===== src/rtl/hilo_mdu_pkg.sv =====
// rtl/hilo_mdu_pkg.sv - op encodings and divider FSM states for the HI/LO multiply/divide unit
package hilo_mdu_pkg;

  localparam logic [1:0] MDU_MULT  = 2'b00;
  localparam logic [1:0] MDU_MULTU = 2'b01;
  localparam logic [1:0] MDU_DIV   = 2'b10;
  localparam logic [1:0] MDU_DIVU  = 2'b11;

  typedef enum logic [1:0] {
    ST_IDLE = 2'b00,
    ST_RUN  = 2'b01,
    ST_FIX  = 2'b10
  } div_state_e;

endpackage


===== src/rtl/hilo_mdu_div_radix2.sv =====
// rtl/hilo_mdu_div_radix2.sv - iterative radix-2 restoring divider with sign fix-up
module hilo_mdu_div_radix2
  import hilo_mdu_pkg::*;
#(
  parameter int WIDTH = 32
) (
  input  logic             clk,
  input  logic             rst,
  input  logic             start,
  input  logic             cancel,
  input  logic             is_signed,
  input  logic [WIDTH-1:0] a,
  input  logic [WIDTH-1:0] b,
  output div_state_e       state_o,
  output logic             valid,
  output logic [WIDTH-1:0] quotient,
  output logic [WIDTH-1:0] remainder
);

  localparam int CNT_W = $clog2(WIDTH);

  div_state_e       state_q, state_d;
  logic [CNT_W-1:0] cnt_q, cnt_d;
  logic [WIDTH-1:0] rem_q, rem_d;
  logic [WIDTH-1:0] quo_q, quo_d;
  logic [WIDTH-1:0] dvs_q, dvs_d;
  logic [WIDTH-1:0] dvd_q, dvd_d;
  logic             q_neg_q, q_neg_d;
  logic             r_neg_q, r_neg_d;

  logic [WIDTH-1:0] a_abs, b_abs;
  logic [WIDTH:0]   shifted, trial;
  logic             div_zero;

  // Magnitudes stay WIDTH-bit unsigned, so the most negative value maps onto itself.
  assign a_abs   = (is_signed && a[WIDTH-1]) ? -a : a;
  assign b_abs   = (is_signed && b[WIDTH-1]) ? -b : b;
  assign shifted = {rem_q, quo_q[WIDTH-1]};
  assign trial   = shifted - {1'b0, dvs_q};

  always_comb begin
    state_d = state_q;
    cnt_d   = cnt_q;
    rem_d   = rem_q;
    quo_d   = quo_q;
    dvs_d   = dvs_q;
    dvd_d   = dvd_q;
    q_neg_d = q_neg_q;
    r_neg_d = r_neg_q;
    case (state_q)
      ST_IDLE: begin
        if (start) begin
          state_d = ST_RUN;
          cnt_d   = '0;
          rem_d   = '0;
          quo_d   = a_abs;
          dvs_d   = b_abs;
          dvd_d   = a;
          q_neg_d = is_signed && (a[WIDTH-1] ^ b[WIDTH-1]);
          r_neg_d = is_signed && a[WIDTH-1];
        end
      end
      ST_RUN: begin
        cnt_d = cnt_q + 1'b1;
        if (!trial[WIDTH]) begin
          rem_d = trial[WIDTH-1:0];
          quo_d = {quo_q[WIDTH-2:0], 1'b1};
        end else begin
          rem_d = shifted[WIDTH-1:0];
          quo_d = {quo_q[WIDTH-2:0], 1'b0};
        end
        if (cnt_q == CNT_W'(WIDTH - 1)) state_d = ST_FIX;
      end
      ST_FIX:  state_d = ST_IDLE;
      default: state_d = ST_IDLE;
    endcase
    if (cancel) state_d = ST_IDLE;
  end

  always_ff @(posedge clk) begin
    if (!rst) begin
      state_q <= ST_IDLE;
      cnt_q   <= '0;
      rem_q   <= '0;
      quo_q   <= '0;
      dvs_q   <= '0;
      dvd_q   <= '0;
      q_neg_q <= 1'b0;
      r_neg_q <= 1'b0;
    end else begin
      state_q <= state_d;
      cnt_q   <= cnt_d;
      rem_q   <= rem_d;
      quo_q   <= quo_d;
      dvs_q   <= dvs_d;
      dvd_q   <= dvd_d;
      q_neg_q <= q_neg_d;
      r_neg_q <= r_neg_d;
    end
  end

  // Divide by zero does not trap: all-ones quotient, raw dividend as remainder.
  assign div_zero  = (dvs_q == '0);
  assign quotient  = div_zero ? '1 : (q_neg_q ? -quo_q : quo_q);
  assign remainder = div_zero ? dvd_q : (r_neg_q ? -rem_q : rem_q);
  assign valid     = (state_q == ST_FIX) && !cancel;
  assign state_o   = state_q;

endmodule


===== src/rtl/hilo_mdu.sv =====
// rtl/hilo_mdu.sv - execute-stage multiply/divide unit owning the HI/LO register pair
module hilo_mdu
  import hilo_mdu_pkg::*;
#(
  parameter int WIDTH = 32
) (
  input  logic             clk,
  input  logic             rst,
  input  logic             start,
  input  logic [1:0]       op,
  input  logic [WIDTH-1:0] a,
  input  logic [WIDTH-1:0] b,
  input  logic             cancel,
  input  logic [1:0]       hilo_we,
  input  logic [WIDTH-1:0] hilo_wdata,
  output logic [WIDTH-1:0] hi,
  output logic [WIDTH-1:0] lo,
  output logic             stall_req,
  output logic             div_done
);

  div_state_e         div_state;
  logic               div_valid;
  logic [WIDTH-1:0]   div_quo, div_rem;
  logic               div_issue, mul_commit, is_idle;
  logic [2*WIDTH-1:0] a_ext, b_ext, product;
  logic [WIDTH-1:0]   hi_q, hi_d, lo_q, lo_d;

  assign is_idle    = (div_state == ST_IDLE);
  assign div_issue  = is_idle && start && op[1] && !cancel;
  assign mul_commit = is_idle && start && !op[1] && !cancel;

  hilo_mdu_div_radix2 #(.WIDTH(WIDTH)) u_div (
    .clk       (clk),
    .rst       (rst),
    .start     (start && op[1]),
    .cancel    (cancel),
    .is_signed (!op[0]),
    .a         (a),
    .b         (b),
    .state_o   (div_state),
    .valid     (div_valid),
    .quotient  (div_quo),
    .remainder (div_rem)
  );

  // Extending to 2*WIDTH and keeping the low half gives the exact signed or unsigned product.
  assign a_ext   = op[0] ? {{WIDTH{1'b0}}, a} : {{WIDTH{a[WIDTH-1]}}, a};
  assign b_ext   = op[0] ? {{WIDTH{1'b0}}, b} : {{WIDTH{b[WIDTH-1]}}, b};
  assign product = a_ext * b_ext;

  // A commit is the younger instruction, so it overrides an MTHI/MTLO on the same edge.
  always_comb begin
    hi_d = hi_q;
    lo_d = lo_q;
    if (hilo_we[1]) hi_d = hilo_wdata;
    if (hilo_we[0]) lo_d = hilo_wdata;
    if (mul_commit) {hi_d, lo_d} = product;
    if (div_valid) begin
      hi_d = div_rem;
      lo_d = div_quo;
    end
  end

  always_ff @(posedge clk) begin
    if (!rst) begin
      hi_q <= '0;
      lo_q <= '0;
    end else begin
      hi_q <= hi_d;
      lo_q <= lo_d;
    end
  end

  assign hi        = hi_q;
  assign lo        = lo_q;
  assign stall_req = rst && (div_issue || ((div_state == ST_RUN) && !cancel));
  assign div_done  = rst && div_valid;

endmodule

===== config.mk =====
export PLATFORM = sky130hd
export DESIGN_NAME = hilo_mdu
export DESIGN_NICKNAME = d
export VERILOG_FILES = /design/src/rtl/hilo_mdu_pkg.sv /design/src/rtl/hilo_mdu_div_radix2.sv /design/src/rtl/hilo_mdu.sv
export SDC_FILE = /design/constraint.sdc
export NUM_CORES = 2
export LEC_CHECK = 0
export CORE_MARGIN = 1.5
export CORE_UTILIZATION = 45
export CTS_BUF_LIST = sky130_fd_sc_hd__clkbuf_8 sky130_fd_sc_hd__clkbuf_16
export DETAILED_ROUTE_END_ITERATION = 6
export PLACE_DENSITY_LB_ADDON = 0.08
export SLEW_MARGIN = 20
export SYNTH_ARGS = -nofsm -noshare
export SYNTH_HDL_FRONTEND = slang
export SYNTH_SLANG_ARGS = --single-unit

===== constraint.sdc =====
create_clock -name clk -period 13.6 [get_ports clk]
set_clock_uncertainty 0.2 [all_clocks]
set_input_delay 2.72 -clock clk [delete_from_list [all_inputs] [get_ports clk]]
set_output_delay 2.72 -clock clk [all_outputs]
set_load 0.005 [all_outputs]

==> results.yml <==
outcome:
  outcome: "complete, but fails checks"
  failed_checks: "design-rule violations"
place:
  place_congestion: 0.9826
  dpl.hpwl_um: 176800
  io_buffer_count: 169
detailed_routing:
  drt_iter0_markers: 3328
  remaining_drc_errors: 2
  drt_first_pass_iters: 7
  vias: 46550
  route.final.wire_length_um: 210100
  drt.antenna.violating_nets: 0
  post_drt_wl_per_cell_um: 24.32
  detail_route.vias_per_cell: 5.389
synthesis:
  synth_area_per_cell_um2: 8.816
  primary_ff_master_synth: "sky130_fd_sc_hd__dfxtp_1"
  synth_fp_nets: 8787
  synth.yosys.seq_area_share: 0.06599
  ys_ff_latch: 201
  syn_area_um2: 60970
  synth_enable_flop_cells: 0
  synth_async_sr_flop_share: 0
  synth_top_cells_by_area: "sky130_fd_sc_hd__fa_1 (47%), sky130_fd_sc_hd__inv_1 (9.8%), sky130_fd_sc_hd__ha_1 (7.1%)"
  synthDistinctLibCells: 74
  yosys.area.top_type_share: 0.4662
  yosys.area.top_type: "sky130_fd_sc_hd__fa_1"
  synth-warning-count: 0
  post_synth_inst_count: 6916
layout:
  design.final.nets: 8722
  drive_above_1_share: 0.04092
  area.growth.synth_to_final_pct: 6.870
cts:
  clock_root_buffer: "sky130_fd_sc_hd__clkbuf_16"
  cts.hold.buffers_added: 0
  clk-insertion-delay-late_ns: 0.56
  cts_made_buffers: 26
  postCtsSetupBuffers: 0
  clock_edge_transition_at_the_registers_on_the_reported_setup_and_hold_paths_ns: 0.06
  ctsResizeCount: 0
  total_clock_sinks: 201
  cts_tree: "done"
  max-clock-path-buffers: 3
  clock_tree.htree_level_count: 1
grt:
  grt_pass1_vias: 49830
  global_route.usage.total: 0.3130
  grt_max_degree: 99
  wire_length_of_the_first_global_routing_pass_um: 320600
  grt.overflow.total: 0
  antenna_found_initial: 19
critical_path:
  cp_data_required_time_ns: 13.83
  worst_path_fanout_max: 20
  rr_startpoint: "u_div.quo_q[31]"
  critPathLaunch: "op[0]"
  startpoint_type: "primary input"
  timing.setup.critical_path_class: "in -> reg"
  setup.worst_path.end_class: "flip-flop"
  worst_ep_arrival_time_ns: 12.48
floorplanning:
  die_y_um: 371.1
  core_area_um2: 134000
  die-width_um: 371.1
  start_util: 0.4552
  die_area_um2: 137700
  floorplan.rows: 134
  top_level_ports: 170
min_path:
  hold_path_class: "reg -> reg"
  worstHoldStart: "lo[20]"
timing:
  min_period_ns: 12.25
  worst_pin_slew_ns: 1.155
  slew_violations: 0
  period_share: 0.9006
  achievable-frequency_mhz: 81.65
  grt_setup_unrepaired: "false"
  hold_violations: 0
  setup_violations: 0
  final.setup.tns_ns: 0
  slew-limit-headroom: 0.2278
run:
  maxCapViolations: 0
## registers in the layout, summed over array words and instances, names as in the netlist
| name | cells |
|---|---|
| hi | 32 |
| lo | 32 |
| u_div.dvd_q | 32 |
| u_div.dvs_q | 32 |
| u_div.quo_q | 32 |
| u_div.rem_q | 32 |
| u_div.cnt_q | 5 |
| u_div.state_o | 2 |
| u_div.q_neg_q | 1 |
| u_div.r_neg_q | 1 |
## metal layers
layer  share of wire  GRT usage  routed length, µm
met3           0.059    0.04195              12330
met4           0.046     0.1164               9694
met5         0.00027          0                 57
met1            0.42     0.4160              88010
met2            0.48     0.5210              99960
## area by class of cell
type                       instances  area, µm²
clock buffer                      31      730.7
inverter                        1592       5978
clock inverter                    13      85.08
tap                             1768       2212
fill                           13180      68800
antenna                            4      10.01
multi-input combinational       4709      49470
sequential                       201       4024
timing repair buffer             321       2655
## stage by stage
step | cells | cell area (µm²) | setup WS, ns | utilization | hold slack (ns)
2_1_floorplan | 6916 | 60970 | 1.665 | - | 0.2332
3_3_place_gp | 8591 | 64340 | 0.7991 | 0.4803 | 0.2420
5_1_grt | 8636 | 65160 | 0.7992 | 0.4864 | 0.2671
3_5_place_dp | 8591 | 64330 | 0.7615 | 0.4802 | 0.2470
4_1_cts | 8635 | 65150 | 1.357 | 0.4863 | 0.2550
6_report | 8639 | 65160 | 1.352 | 0.4864 | 0.2548
## cell usage in the layout, fill, tap and decap left out, drive strengths merged, types with 156 or more instances in the layout
cell,count
fa,1420
buf,195
inv,1596
ha,347
xnor2,156
a21oi,293
and2,578
nor2,199
o21ai,179
nand2,797
dfxtp,201
## cells in the mapped netlist (36+ instances only)
cell type / count
sky130_fd_sc_hd__a211oi_1: 42
sky130_fd_sc_hd__a21o_1: 51
sky130_fd_sc_hd__a21oi_1: 293
sky130_fd_sc_hd__and2_1: 577
sky130_fd_sc_hd__buf_1: 46
sky130_fd_sc_hd__clkbuf_1: 362
sky130_fd_sc_hd__dfxtp_1: 201
sky130_fd_sc_hd__fa_1: 1420
sky130_fd_sc_hd__ha_1: 347
sky130_fd_sc_hd__inv_1: 1592
sky130_fd_sc_hd__mux2i_1: 36
sky130_fd_sc_hd__nand2_1: 797
sky130_fd_sc_hd__nand3_1: 46
sky130_fd_sc_hd__nor2_1: 199
sky130_fd_sc_hd__nor3_1: 45
sky130_fd_sc_hd__o21ai_0: 179
sky130_fd_sc_hd__xnor2_1: 156
sky130_fd_sc_hd__xor2_1: 92
## final timing paths
check                     to  slack, ns  cells past startpoint
max                   hi[30]       1.35                     28
max reg2reg  u_div.rem_q[29]       9.05                     14
min reg2reg           lo[20]       0.25                      2
min                   lo[20]       0.25                      2
## cell families (layout without fill, tap and decap cells)
kind of cell / after synthesis / after routing / synth area share
AOI/OAI and AO/OA: 831 / 831 / 0.08528
xor gates and xnor gates: 248 / 248 / 0.03562
adders and majority gates: 1769 / 1769 / 0.5378
buffers and inverters: 2006 / 1957 / 0.1238
DFF: 201 / 201 / 0.06599
muxes: 40 / 40 / 0.006649
other: 0 / 4 / 0
and+or+nand+nor: 1821 / 1821 / 0.1449
## critical path: stages
cell and delay (ns):
sky130_fd_sc_hd__clkdlybuf4s50_1 0.84, sky130_fd_sc_hd__nor2b_4 0.39, sky130_fd_sc_hd__buf_4 0.32, sky130_fd_sc_hd__nand2_1 0.19, sky130_fd_sc_hd__fa_1 0.64, sky130_fd_sc_hd__fa_1 0.60
sky130_fd_sc_hd__inv_1 0.13, sky130_fd_sc_hd__fa_1 0.82, sky130_fd_sc_hd__fa_1 0.50, sky130_fd_sc_hd__inv_1 0.09, sky130_fd_sc_hd__fa_1 0.42, sky130_fd_sc_hd__fa_1 0.63
sky130_fd_sc_hd__inv_1 0.09, sky130_fd_sc_hd__fa_1 0.57, sky130_fd_sc_hd__fa_1 0.43, sky130_fd_sc_hd__fa_1 0.49, sky130_fd_sc_hd__inv_1 0.05, sky130_fd_sc_hd__fa_1 0.49
sky130_fd_sc_hd__inv_1 0.04, sky130_fd_sc_hd__ha_1 0.37, sky130_fd_sc_hd__a21oi_1 0.25, sky130_fd_sc_hd__o21bai_1 0.10, sky130_fd_sc_hd__a21oi_1 0.25, sky130_fd_sc_hd__o21bai_1 0.09
sky130_fd_sc_hd__a21oi_1 0.22, sky130_fd_sc_hd__o31ai_1 0.18, sky130_fd_sc_hd__a2111oi_0 0.46, sky130_fd_sc_hd__nor3_1 0.09
Power is not shown: default switching activity piles up to over one toggle a cycle in this logic, so the estimate is an artifact.
